`src/rtl/alu_pipe_mdu.sv`:
```
// Pipelined ALU with a single-cycle datapath and an iterative shift-add unsigned multiplier.
// One output register holds each result until the consumer takes it.
module alu_pipe_mdu #(
   parameter int WIDTH = 32,
   parameter int SHW   = $clog2(WIDTH)
) (
   input  logic             clk,
   input  logic             reset_n,
   input  logic             flush,
   input  logic             in_valid,
   output logic             in_ready,
   input  logic [3:0]       ctl,
   input  logic [WIDTH-1:0] dataA,
   input  logic [WIDTH-1:0] dataB,
   output logic             out_valid,
   input  logic             out_ready,
   output logic [WIDTH-1:0] dataOut,
   output logic [WIDTH-1:0] dataHi,
   output logic             zero,
   output logic             ovf,
   output logic             err
);

   localparam int CW = (WIDTH > 1) ? $clog2(WIDTH) : 1;
   localparam logic [CW-1:0] LAST = CW'(WIDTH - 1);

   localparam logic [3:0] OP_AND   = 4'b0000;
   localparam logic [3:0] OP_OR    = 4'b0001;
   localparam logic [3:0] OP_ADD   = 4'b0010;
   localparam logic [3:0] OP_SUB   = 4'b0110;
   localparam logic [3:0] OP_SLT   = 4'b0111;
   localparam logic [3:0] OP_SLTU  = 4'b1000;
   localparam logic [3:0] OP_NOR   = 4'b1100;
   localparam logic [3:0] OP_SLL   = 4'b1010;
   localparam logic [3:0] OP_SRL   = 4'b1011;
   localparam logic [3:0] OP_SRA   = 4'b1001;
   localparam logic [3:0] OP_MULTU = 4'b1101;

   typedef enum logic {IDLE, MUL} state_t;

   state_t           r_state;
   state_t           w_nextState;
   logic             w_accept;
   logic             w_mulStart;
   logic             w_mulLoad;

   logic [CW-1:0]    r_count;
   logic             r_mulDone;
   logic [WIDTH-1:0] r_mcand;
   logic [WIDTH-1:0] r_mulHi;
   logic [WIDTH-1:0] r_mulLo;
   logic [WIDTH:0]   w_mulSum;

   logic             r_outValid;
   logic [WIDTH-1:0] r_dataOut;
   logic [WIDTH-1:0] r_dataHi;
   logic             r_zero;
   logic             r_ovf;
   logic             r_err;

   logic [WIDTH-1:0] w_sum;
   logic [WIDTH-1:0] w_diff;
   logic [SHW-1:0]   w_shamt;
   logic [WIDTH-1:0] w_result;
   logic             w_ovf;
   logic             w_err;

   assign w_sum   = dataA + dataB;
   assign w_diff  = dataA - dataB;
   assign w_shamt = dataB[SHW-1:0];

   always_comb begin
      w_result = '0;
      w_ovf    = 1'b0;
      w_err    = 1'b0;
      case (ctl)
         OP_AND:  w_result = dataA & dataB;
         OP_OR:   w_result = dataA | dataB;
         OP_NOR:  w_result = ~(dataA | dataB);
         OP_ADD: begin
            w_result = w_sum;
            w_ovf    = (dataA[WIDTH-1] == dataB[WIDTH-1]) && (w_sum[WIDTH-1] != dataA[WIDTH-1]);
         end
         OP_SUB: begin
            w_result = w_diff;
            w_ovf    = (dataA[WIDTH-1] != dataB[WIDTH-1]) && (w_diff[WIDTH-1] != dataA[WIDTH-1]);
         end
         OP_SLT:  w_result = {{(WIDTH-1){1'b0}}, ($signed(dataA) < $signed(dataB))};
         OP_SLTU: w_result = {{(WIDTH-1){1'b0}}, (dataA < dataB)};
         OP_SLL:  w_result = dataA << w_shamt;
         OP_SRL:  w_result = dataA >> w_shamt;
         OP_SRA:  w_result = $signed(dataA) >>> w_shamt;
         OP_MULTU: w_result = '0;
         default: w_err = 1'b1;
      endcase
   end

   // Handshake decode; flush suppresses any accept on the same edge
   always_comb begin
      in_ready   = reset_n && (r_state == IDLE) && (!r_outValid || out_ready);
      w_accept   = in_valid && in_ready && !flush;
      w_mulStart = w_accept && (ctl == OP_MULTU);
      w_mulLoad  = (r_state == MUL) && r_mulDone && !r_outValid && !flush;
   end

   always_ff @(posedge clk or negedge reset_n) begin
      if (!reset_n) r_state <= IDLE;
      else          r_state <= w_nextState;
   end

   always_comb begin
      w_nextState = r_state;
      case (r_state)
         IDLE: if (w_mulStart) w_nextState = MUL;
         MUL:  if (flush || w_mulLoad) w_nextState = IDLE;
         default: w_nextState = IDLE;
      endcase
   end

   assign w_mulSum = {1'b0, r_mulHi} + (r_mulLo[0] ? {1'b0, r_mcand} : '0);

   // Product lives in {r_mulHi, r_mulLo}; the multiplier drains out of r_mulLo one bit per cycle
   always_ff @(posedge clk or negedge reset_n) begin
      if (!reset_n) begin
         r_count   <= '0;
         r_mulDone <= 1'b0;
         r_mcand   <= '0;
         r_mulHi   <= '0;
         r_mulLo   <= '0;
      end else if (flush) begin
         r_count   <= '0;
         r_mulDone <= 1'b0;
      end else if (w_mulStart) begin
         r_count   <= '0;
         r_mulDone <= 1'b0;
         r_mcand   <= dataA;
         r_mulHi   <= '0;
         r_mulLo   <= dataB;
      end else if ((r_state == MUL) && !r_mulDone) begin
         r_mulHi <= w_mulSum[WIDTH:1];
         r_mulLo <= {w_mulSum[0], r_mulLo[WIDTH-1:1]};
         if (r_count == LAST) r_mulDone <= 1'b1;
         else                 r_count   <= r_count + 1'b1;
      end else if (w_mulLoad) begin
         r_count   <= '0;
         r_mulDone <= 1'b0;
      end
   end

   always_ff @(posedge clk or negedge reset_n) begin
      if (!reset_n) begin
         r_outValid <= 1'b0;
         r_dataOut  <= '0;
         r_dataHi   <= '0;
         r_zero     <= 1'b0;
         r_ovf      <= 1'b0;
         r_err      <= 1'b0;
      end else if (flush) begin
         r_outValid <= 1'b0;
         r_dataOut  <= '0;
         r_dataHi   <= '0;
         r_zero     <= 1'b0;
         r_ovf      <= 1'b0;
         r_err      <= 1'b0;
      end else if (w_accept && (ctl != OP_MULTU)) begin
         r_outValid <= 1'b1;
         r_dataOut  <= w_result;
         r_dataHi   <= '0;
         r_zero     <= (w_result == '0);
         r_ovf      <= w_ovf;
         r_err      <= w_err;
      end else if (w_mulLoad) begin
         r_outValid <= 1'b1;
         r_dataOut  <= r_mulLo;
         r_dataHi   <= r_mulHi;
         r_zero     <= (r_mulLo == '0);
         r_ovf      <= 1'b0;
         r_err      <= 1'b0;
      end else if (r_outValid && out_ready) begin
         r_outValid <= 1'b0;
      end
   end

   assign out_valid = r_outValid;
   assign dataOut   = r_dataOut;
   assign dataHi    = r_dataHi;
   assign zero      = r_zero;
   assign ovf       = r_ovf;
   assign err       = r_err;

endmodule

```
`config.mk`:
```
export PLATFORM = sky130hd
export DESIGN_NAME = alu_pipe_mdu
export DESIGN_NICKNAME = d
export VERILOG_FILES = /design/src/rtl/alu_pipe_mdu.sv
export SDC_FILE = /design/constraint.sdc
export NUM_CORES = 1
export LEC_CHECK = 0
export ABC_CLOCK_PERIOD_IN_PS = 3600
export CAP_MARGIN = 10
export CORE_MARGIN = 4
export CORE_UTILIZATION = 55
export DETAILED_ROUTE_END_ITERATION = 12
export PLACE_DENSITY = 0.87
export SYNTH_ARGS = -nofsm -noshare
export SYNTH_HDL_FRONTEND = slang
export SYNTH_SLANG_ARGS = --single-unit
```
`constraint.sdc`:
```
create_clock -name clk -period 3.6 [get_ports clk]
set_input_delay 0.9 -clock clk [delete_from_list [all_inputs] [get_ports clk]]
set_output_delay 0.9 -clock clk [all_outputs]
set_load 0.02 [all_outputs]
```
==> run_results.csv, run 1 <==
group,metric,value,unit
clocking,h-tree-depth,4,
outcome,status,"aborted with a tool error",
global_routing,grt_max_degree,80,
synth,avgSynthCellArea,8.37,um2
die,start_util,56.2,%
synth,syn_nets,2416,
synth,synth_top_cell_by_area,"dfrtp_1",
die,ios,142,
global_routing,grt_pass1_vias,31212,
global_routing,grt_pass1_wl,212000,um
synth,yosysWarnings,0,
placed_design,gp_congestion,1.41,
outcome,lastStage,"5_1_grt",
placed_design,dp_hpwl,67000,um
synth,synth_most_common_cell,"nand2_1",
die,die_x,191,um
global_routing,grtUsageTotal,75.4,%
synth,synthTopCellsByArea,"dfrtp_1, ha_1, mux4_2, mux2i_1, o21ai_0",
global_routing,overflow,539,
clocking,cts-root-buf,"clkbuf_16",
synth,synthArstFlopShare,100,%
synth,synth_edf_count,0,
placed_design,portBuffers,141,
outcome,tool.error,"[ERROR GRT-0116] Global routing finished with congestion. Check the congestion regions in the DRC Viewer.",
synth,syn_area,18500,um2
die,dieHeight,191,um
die,rows,66,
synth,synth_flop_cell,"dfrtp_1",
synth,synth.yosys.seq_area_share,23.2,%
synth,ys_seq_elements,171,
clocking,cts_num_sinks,171,
clocking,numCtsBuffers,17,
clocking,cts.path.max_buffers,2,
synth,synth_cell_type_count,101,
synth,synth_cells,2206,
synth,synth_common_cells,"nand2_1, dfrtp_1, o21ai_0",
synth,synth_top_area_share,23.2,%
clocking,hold_buffers,0,
## metrics by stage
step / cell area [um2] / instances / worst slack, ns
after floorplan: 18800 / 2206 / -0.336
after global placement: 24800 / 3250 / -1.01
after detailed placement: 24800 / 3250 / -1.19
after CTS: 27200 / 3361 / -0.210
## cell families after synthesis
family | after synthesis | share of synthesized area, %
flops | 171 | 23.2
xor+xnor | 34 | 1.61
simple gates | 655 | 17.8
mux | 191 | 13.8
compound gates | 731 | 27.6
fa+ha+maj | 137 | 9.40
buf+inv | 287 | 6.62
## metal layers
metal	GRT overflow	track usage [%]
met3	20	66.9
met4	193	75.3
met5	7	45.7
met2	297	88.0
met1	22	72.8
## what timing repair did
action / 4_1_cts
pin swaps: 103
resized for setup: 365
buffers inserted: 81
cloned: 1
setup endpoints to repair: 27
==> run 2, diff against run 1 <==
ABC_CLOCK_PERIOD_IN_PS = 4700   (was 3600)
CORE_UTILIZATION = 40   (was 55)
PLACE_DENSITY = unset   (was 0.87)
PLACE_DENSITY_LB_ADDON = 0.15   (was unset)
clock period = 4.7 ns   (was 3.6 ns; I/O delays follow)
==> run 2 against run 1 <==
The flow now finishes without violations; synthesized area stayed put; synthesized cell count unchanged.
==> run_results.csv, run 2 <==
group,metric,value,unit
synth,ys_seq_elements,171,
die,start_util,40.6,%
synth,synth_fa_ha_area_share,9.40,%
die,dieHeight,223,um
outcome,status,"completed",
global_routing,overflow,0,
sta,hold_viol,0,
cells_and_area,nets,3024,
synth,synthArstFlopShare,100,%
sta,max_freq,218,MHz
power,power,5200,uW
critical_path,worstPathRequired,5.09,ns
critical_path,crit_top_cell,"buf_4",
cells_and_area,multi_input_area,13400,um2
synth,synth_edf_count,0,
cells_and_area,final_cell_mix,"buf_4, nand2_1, dfrtp_1",
die,die_x,223,um
critical_path,crit_arrival,4.97,ns
placed_design,gp_congestion,1.02,
die,ios,142,
synth,synth_top_family_by_area,"compound AO/OA/AOI/OAI gates",
sta,setup-violations-final,0,
critical_path,path_buf_inv,6,
cells_and_area,fill_cells,4218,
clocking,clk_pin_slew_worst_paths,0.08,ns
cells_and_area,fin_cells,3429,
synth,synth.yosys.seq_area_share,23.2,%
synth,synth_common_cells,"nand2_1, dfrtp_1, o21ai_0",
worst_hold_path,hp-class,"reg -> reg",
route,drt-total-wl,94900,um
die,rows,78,
clocking,h-tree-depth,4,
placed_design,dp_hpwl,77500,um
sta,slew_violations,0,
sta,hold_slack,0.499,ns
sta,min_period,4.58,ns
synth,synth_most_common_cell,"nand2_1",
clocking,clk_latency,0.48,ns
synth,yosysWarnings,0,
synth,syn_area,18500,um2
clocking,cts-root-buf,"clkbuf_16",
synth,synth_flop_cell,"dfrtp_1",
placed_design,portBuffers,141,
die,core,45500,um2
power,powerDensity,202,nW/um2
global_routing,grtUsageTotal,37.0,%
critical_path,path_delay_family,"buffers and inverters",
global_routing,grt_max_degree,74,
global_routing,grt_pass1_vias,21070,
synth,synth_cells,2206,
synth,synthMuxAreaShare,13.8,%
route,wire_per_inst,27.7,um
cells_and_area,utilization,56.6,%
sta,finalCritPeriodShare,97.5,%
clocking,cts.path.max_buffers,2,
synth,synthTopCellsByArea,"dfrtp_1, ha_1, mux4_2, mux2i_1, o21ai_0",
cells_and_area,seq_area,4280,um2
route,vias,21382,
sta,fin_skew,0.0125,ns
synth,synth_compound_area_share,27.6,%
clocking,hold_buffers,0,
placed_design,placedCellCount,3388,
synth,synth_top_area_share,23.2,%
route,drt_iter0_markers,2354,
critical_path,worst_path_max_delay_cell,"mux4_2",
synth,syn_nets,2416,
clocking,numCtsBuffers,17,
critical_path,worstSetupEndpointType,"register",
synth,synth_xor_area_share,1.61,%
clocking,cts_tree,"built",
route,drtAntennaViolNets,0,
route,drc,0,
synth,synth_cell_type_count,101,
cells_and_area,fin_area,25700,um2
critical_path,cp-start-kind,"primary input",
synth,synth_top_cell_by_area,"dfrtp_1",
sta,worst_pin_slew,1.02,ns
power,irDropWorstVdd,0.264,mV
global_routing,grt_pass1_wl,139000,um
synth,avgSynthCellArea,8.37,um2
flow_run,drv_cap,0,
clocking,cts_num_sinks,171,
critical_path,cpPeakStageDelay,0.55,ns
cells_and_area,drive_gt1_share,30.1,%
critical_path,path_max_fanout,6,
critical_path,path_class,"in -> reg",
placed_design,placed_area,24700,um2
cells_and_area,final_common_cell,"buf_4",
global_routing,antenna_found_initial,2,
sta,max_slew_margin,32.1,%
route,viasPerCell,6.24,
critical_path,crit_path_cell_trace,"clkdlybuf4s50_1 > buf_4 > buf_4 > buf_4 > mux2_1 > mux4_2 > a21oi_1 > buf_4 > o221ai_1 > or3_1 > a211o_1 > o41ai_2 > buf_4 > and3_1 > nand4_1 > o31ai_2",
power,power.leakage,0.0119,uW
cells_and_area,area_growth,39.3,%
synth,synth-simple-area-share,17.8,%
die,die_area,49700,um2
route,dr.pass1.iters,6,
run 2: cell counts after synthesis:
Identical to the previous run, type by type.
run 2: final timing paths:
path	from	to	slack, ns	cells past startpoint
max	dataA[11]	zero	0.12	16
min	r_count[3]	r_count[3]	0.50	1
max reg2reg	r_mulLo[0]	r_mulHi[29]	0.44	16
min reg2reg	r_count[3]	r_count[3]	0.50	1
max in group asynchronous	reset_n	dataOut[21]	2.55	3
min in group asynchronous	reset_n	r_count[4]	0.80	2
run 2: metrics by stage:
| stage | setup slack, ns | setup TNS, ns |
|---|---|---|
| detailed placement | -0.712 | -4.68 |
| CTS | 0.00212 | 0 |
| global placement | -0.650 | -4.14 |
| finish | 0.120 | 0 |
| floorplan | 0.0160 | 0 |
| global route | -0.0155 | -0.0155 |
run 2: power by group:
part           internal, uW  leakage, uW  switching [uW]  total, uW
clock                   715     0.000290             720       1440
sequential             1530      0.00236            32.4       1560
combinational           992      0.00924            1210       2200
total                  3230       0.0119            1960       5200
run 2: timing repair:
action / 4_1_cts / 5_1_grt
resized for setup: 15 / 63
setup buffers: 1 / 6
gates cloned: 0 / 0
pin swaps: 6 / 24
endpoints found under the setup margin: 1 / 6
run 2: cell families (layout without fill, tap and decap cells):
kind of cell,after synthesis,in the layout
other,0,2
AND/OR/NAND/NOR,655,655
AO/OA/AOI/OAI,731,731
XOR/XNOR,34,34
multiplexers,191,191
buffers and inverters,287,908
adder cells (fa/ha/maj),137,137
flip-flops,171,171
run 2: metal layers:
| layer | up-vias | track usage (%) | routed length (um) |
|---|---|---|---|
| met5 | - | 0 | 0 |
| met4 | 0 | 20.5 | 6570 |
| met3 | 240 | 4.82 | 6440 |
| met2 | 1062 | 60.9 | 44300 |
| met1 | 10546 | 47.0 | 37600 |
| li1 | 9534 | - | - |
run 2: final cells by class:
type | instances | area share [%]
Clock inverter | 15 | 0.676
Tap cell | 600 | 2.92
Antenna cell | 2 | 0.0194
Timing Repair Buffer | 759 | 24.3
Clock buffer | 17 | 1.65
Multi-Input combinational cell | 1748 | 52.1
Sequential cell | 171 | 16.6
Inverter | 117 | 1.71
run 2: worst register-to-register path, cell delays in order, from the launching register on:
cell	delay, ns
dfrtp_1	0.61
and2_1	0.20
ha_1	0.19
inv_1	0.07
fa_1	0.43
nor2b_1	0.13
o21ai_0	0.12
a21oi_1	0.28
a21oi_1	0.15
o21ai_0	0.26
buf_4	0.18
o21ai_0	0.17
o21ai_0	0.40
o21ai_0	0.27
o21ai_0	0.37
xnor2_1	0.17
o21ai_0	0.10
(Power assumes the default switching activity.)
==> run 3, diff against run 2 <==
HOLD_SLACK_MARGIN = 0.08   (was unset)
==> results of run 3 <==
No change in the layout: final DEF, timing and power equal those of run 2.
